## src/rtl/control_unit.sv

```systemverilog
// Microcode sequencer for the 8-bit bus machine: fetch/execute T-state counter,
// one-hot control decode, private carry/zero flag copy for JC/JZ, and sticky halt.
module control_unit (
  input  logic       clk,
  input  logic       rst,
  input  logic       en,
  input  logic [3:0] opcode,
  input  logic       cf,
  input  logic       zf,
  output logic       pc_out,
  output logic       pc_inc,
  output logic       jump,
  output logic       mar_in,
  output logic       ram_out,
  output logic       ram_in,
  output logic       ir_in,
  output logic       ir_out,
  output logic       a_in,
  output logic       a_out,
  output logic       b_in,
  output logic       alu_out,
  output logic       sub,
  output logic       out_in,
  output logic       hlt,
  output logic [2:0] step,
  output logic       halted
);

  typedef enum logic [2:0] {
    T0 = 3'd0,
    T1 = 3'd1,
    T2 = 3'd2,
    T3 = 3'd3,
    T4 = 3'd4
  } tstate_t;

  localparam logic [3:0] OP_NOP = 4'b0000;
  localparam logic [3:0] OP_LDA = 4'b0001;
  localparam logic [3:0] OP_ADD = 4'b0010;
  localparam logic [3:0] OP_SUB = 4'b0011;
  localparam logic [3:0] OP_STA = 4'b0100;
  localparam logic [3:0] OP_LDI = 4'b0101;
  localparam logic [3:0] OP_JMP = 4'b0110;
  localparam logic [3:0] OP_JC  = 4'b0111;
  localparam logic [3:0] OP_JZ  = 4'b1000;
  localparam logic [3:0] OP_OUT = 4'b1110;
  localparam logic [3:0] OP_HLT = 4'b1111;

  tstate_t    state_reg;
  logic       flag_c_reg;
  logic       flag_z_reg;
  logic       flag_pend_reg;
  logic       halted_reg;
  logic [2:0] last_step;
  logic       is_last;
  logic       is_alu_op;
  logic       active;

  assign is_alu_op = (opcode == OP_ADD) || (opcode == OP_SUB);

  always_comb begin
    last_step = 3'd2;
    case (opcode)
      OP_LDA, OP_STA: last_step = 3'd3;
      OP_ADD, OP_SUB: last_step = 3'd4;
      default:        last_step = 3'd2;
    endcase
  end

  // ">=" also folds the unreachable encodings 5-7 into end-of-instruction.
  assign is_last = (state_reg >= last_step);

  always_ff @(posedge clk) begin
    if (rst) begin
      state_reg     <= T0;
      flag_c_reg    <= 1'b0;
      flag_z_reg    <= 1'b0;
      flag_pend_reg <= 1'b0;
      halted_reg    <= 1'b0;
    end else begin
      // ALU flags are valid one edge after T4 ends; capture even while paused.
      if (flag_pend_reg) begin
        flag_c_reg    <= cf;
        flag_z_reg    <= zf;
        flag_pend_reg <= 1'b0;
      end
      if (en && !halted_reg) begin
        if (state_reg == T2 && opcode == OP_HLT) begin
          halted_reg <= 1'b1;
        end else if (is_last) begin
          state_reg <= T0;
          if (state_reg == T4 && is_alu_op)
            flag_pend_reg <= 1'b1;
        end else begin
          state_reg <= tstate_t'(state_reg + 3'd1);
        end
      end
    end
  end

  assign active = en && !halted_reg && !rst;
  assign step   = state_reg;
  assign halted = halted_reg;
  assign hlt    = !rst && (halted_reg || (state_reg == T2 && opcode == OP_HLT));

  always_comb begin
    {pc_out, pc_inc, jump, mar_in, ram_out, ram_in, ir_in, ir_out} = '0;
    {a_in, a_out, b_in, alu_out, sub, out_in} = '0;
    if (active) begin
      case (state_reg)
        T0: {pc_out, mar_in} = 2'b11;
        T1: {ram_out, ir_in, pc_inc} = 3'b111;
        T2: begin
          case (opcode)
            OP_LDA, OP_ADD, OP_SUB, OP_STA: {ir_out, mar_in} = 2'b11;
            OP_LDI: {ir_out, a_in} = 2'b11;
            OP_JMP: {ir_out, jump} = 2'b11;
            OP_JC: begin
              ir_out = 1'b1;
              jump   = flag_c_reg;
            end
            OP_JZ: begin
              ir_out = 1'b1;
              jump   = flag_z_reg;
            end
            OP_OUT: {a_out, out_in} = 2'b11;
            default: ;
          endcase
        end
        T3: begin
          case (opcode)
            OP_LDA:         {ram_out, a_in} = 2'b11;
            OP_ADD, OP_SUB: {ram_out, b_in} = 2'b11;
            OP_STA:         {a_out, ram_in} = 2'b11;
            default: ;
          endcase
        end
        T4: begin
          if (is_alu_op) begin
            {alu_out, a_in} = 2'b11;
            sub = (opcode == OP_SUB);
          end
        end
        default: ;
      endcase
    end
  end

endmodule
```

## config.mk

```make
export PLATFORM = sky130hd
export DESIGN_NAME = control_unit
export DESIGN_NICKNAME = d
export VERILOG_FILES = /design/src/rtl/control_unit.sv
export SDC_FILE = /design/constraint.sdc
export NUM_CORES = 1
export LEC_CHECK = 0
export CAP_MARGIN = 30
export CORE_MARGIN = 2
export CORE_UTILIZATION = 43
export DETAILED_ROUTE_END_ITERATION = 10
export PLACE_DENSITY = 0.78
export SETUP_SLACK_MARGIN = 0.2
export SLEW_MARGIN = 25
export SYNTH_ARGS = -nofsm -noshare
export SYNTH_HDL_FRONTEND = slang
export SYNTH_SLANG_ARGS = --single-unit
export TNS_END_PERCENT = 10
```

## constraint.sdc

```tcl
create_clock -name clk -period 2.22 [get_ports clk]
set_clock_uncertainty 0.2 [all_clocks]
set_input_delay 0.222 -clock clk [delete_from_list [all_inputs] [get_ports clk]]
set_output_delay 0.222 -clock clk [all_outputs]
set_load 0.05 [all_outputs]
```

==> out/results.ini <==
[status]
status=completed

[pwr]
swShare=0.3945
p_clk_frac=0.255
p_sw_uw=192.2
fin_total_pwr_uw=487.2
peakVddDrop_mv=0.3503
intPower_uw=295.0
power.share.sequential=0.288
pwr-share-comb=0.458
p_per_area_nw_per_um2=337.7
p_leak_uw=0.0005605

[cts]
tritoncts=done
clk_latency_ns=0.26
clkSlewWorstSetupHoldPaths_ns=0.05
cts_buffers=3
clkSinkCount=7
ctsHtreeMaxLevel=1
clock_path_buffers=2
cts_hold_buf=0
cts_root_buffer=clkbuf_4

[floorplanning]
core-area_um2=1670
start_util=0.4442
dieHeight_um=45.54
boundaryPins=28
die_area_um2=2074
num_rows=15
die_w_um=45.54

[placed_design]
dp_hpwl_um=1635
dp_cells=145
gp_congestion=0.8021
portBuffers=27

[grt]
antenna_found_initial=0
gr-total-overflow=0
track_usage=0.2541
met3_usage=0.05952
grt_pass1_wl_um=3788
grt_use_met1=0.2813
grt_pass1_vias=882
grt_busiest_layer=met2
grt_max_degree=12
grtUsageMet2=0.4676

[synth]
synth_nets=113
synth_cell_types=34
synth_top_area_share=0.1889
yosysWarnings=0
synth_edf_count=0
avgSynthCellArea_um2=7.729
synth-seq-cells=7
synth_top_flop_cell=dfxtp_1
synthArstFlopShare=0
syn_inst=96
synth_area_leaders=dfxtp_1 19%, ha_1 13%, mux2i_1 5.4%
netlist_area_um2=742.0
yosys.cell_count.top_type=nand2_1
synth.top_cells.by_count=10 x nand2_1, 8 x ha_1, 8 x nor2_1
synth_seq_area_share=0.1889
synth_area_leader_cell=dfxtp_1

[layout]
stdcell_count=151
n_antenna_cell=0
nFillCells=88
largest_reg_flops=3
final_nets=152
area_growth_syn_to_layout_pct=94.43
drive_gt1_frac=0.4851

[timing]
rsz0062_at_grt=true
period_needed_ns=2.096
fin_crit_sh=0.9442
slew_headroom=0.6698
tightest_slew_ns=0.4937
drv_slew=0
fmax_mhz=477.1
finalSetupViolCount=0
finalHoldViolCount=0
holdWs_ns=0.2209
tns_ns=0

[route]
via_per_inst=6.007
antenna_left=0
drt_pass1_iterations=4
avgRoutedWirePerCell_um=18.42
wirelength_um=2781
drt-initial-drc-count=41
drc=0
num_vias=907

[setup_path]
cp.arrival_ns=1.67
ff2ff_setup_slack_ns=0.30
worstPathRequired_ns=1.80
max_stage_delay_ns=0.53
critPathCaptureType=output port
start_kind=input pin
critPathCapture=b_in
crit-reg2reg-capture=step[2]$_SDFFE_PP0P_
critPathKind=input pin to output port
r2r-start=step[2]$_SDFFE_PP0P_
cp_max_fo=4
r2r_cells=4
worstSetupStartpoint=en
path_cells=clkdlybuf4s50_1, or3b_4, buf_4, nor3_4, buf_12
slowest_stage=clkdlybuf4s50_1

[worst_hold_path]
min_from=rst
hp-class=input pin to flip-flop

[flow_run]
cap_violations=0

## through the flow
step | utilization | area, um2 | setup slack [ns]
after detailed placement | 0.7663 | 1280 | -0.06637
after global placement | 0.7663 | 1280 | 0.02180
after floorplan | - | 805.8 | 0.03358
final | 0.8637 | 1443 | 0.1239
after CTS | 0.8360 | 1396 | 0.1342
after global routing | 0.8637 | 1443 | 0.09185
## how the worst min path moves through the flow
| stage | endpoint | slack (ns) | depth (start not counted) |
|---|---|---|---|
| floorplan | halted$_SDFFE_PP0P_ | 0.08 | 1 |
| global placement | step[0]$_SDFFE_PP0P_ | 0.28 | 2 |
| detailed placement | halted$_SDFFE_PP0P_ | 0.30 | 2 |
| CTS | flag_c_reg$_SDFFE_PP0P_ | 0.21 | 2 |
| global route | flag_z_reg$_SDFFE_PP0P_ | 0.23 | 2 |
| finish | flag_c_reg$_SDFFE_PP0P_ | 0.22 | 2 |
## placed cells by master (no fill, tap or decap), drive strengths merged, types with 2 or more instances in the layout
cell	synthesis	final
nor3b	2	2
nor2b	2	2
o2111ai	3	3
mux2i	4	4
clkdlybuf4s50	0	7
buf	5	28
dfxtp	7	7
o21ai	3	3
clkbuf	1	4
a21oi	5	5
and2	5	5
nor3	3	3
xnor2	2	2
a31oi	3	3
or3b	2	2
nor4b	2	2
or3	3	3
nand3	3	3
dlygate4sd2	0	5
inv	7	7
nand2	10	10
ha	8	8
nor2	8	8
## worst max-delay path: cells and delay by family
family,cells,cell delay (ns)
AND/OR/NAND/NOR,2,0.58
buffers and inverters,3,0.88
## layout make-up
type,count,area [um2],share of cell area
Timing Repair Buffer,40,506.7,0.3513
Multi-Input combinational cell,76,706.9,0.4900
Inverter,7,28.78,0.01995
Sequential cell,7,152.6,0.1058
Tap cell,17,21.27,0.01474
Clock buffer,4,26.28,0.01821
## routing by layer
metal	vias up	share of wire	wire (um)
li1	413	-	-
met1	439	0.36	1002
met2	41	0.56	1569
met3	14	0.055	154
met4	0	0.020	56
met5	-	0	0
## repair_timing
action | 4_1_cts | 5_1_grt
pin swaps | 8 | 1
gates resized for setup | 27 | 7
endpoints found under the setup margin | 12 | 14
buffers inserted | 2 | 0
## power groups by stage
stage          clock (uW)  sequential (uW)  combinational, uW
3_5_place_dp            0              141                182
3_3_place_gp            0              140                178
2_1_floorplan           0              154               95.9
4_1_cts               120              138                200
6_report              124              140                223
5_1_grt               131              141                233
## kinds of logic (layout without fill, tap and decap cells)
logic type,after synthesis,in the layout,synth area share
AO/OA/AOI/OAI,17,17,0.1450
adder cells (fa/ha/maj),8,8,0.1349
buffers and inverters,13,51,0.07758
flip-flops,7,7,0.1889
AND/OR/NAND/NOR,45,45,0.3761
XOR/XNOR,2,2,0.02361
multiplexers,4,4,0.05397
(Power assumes the default switching activity.)
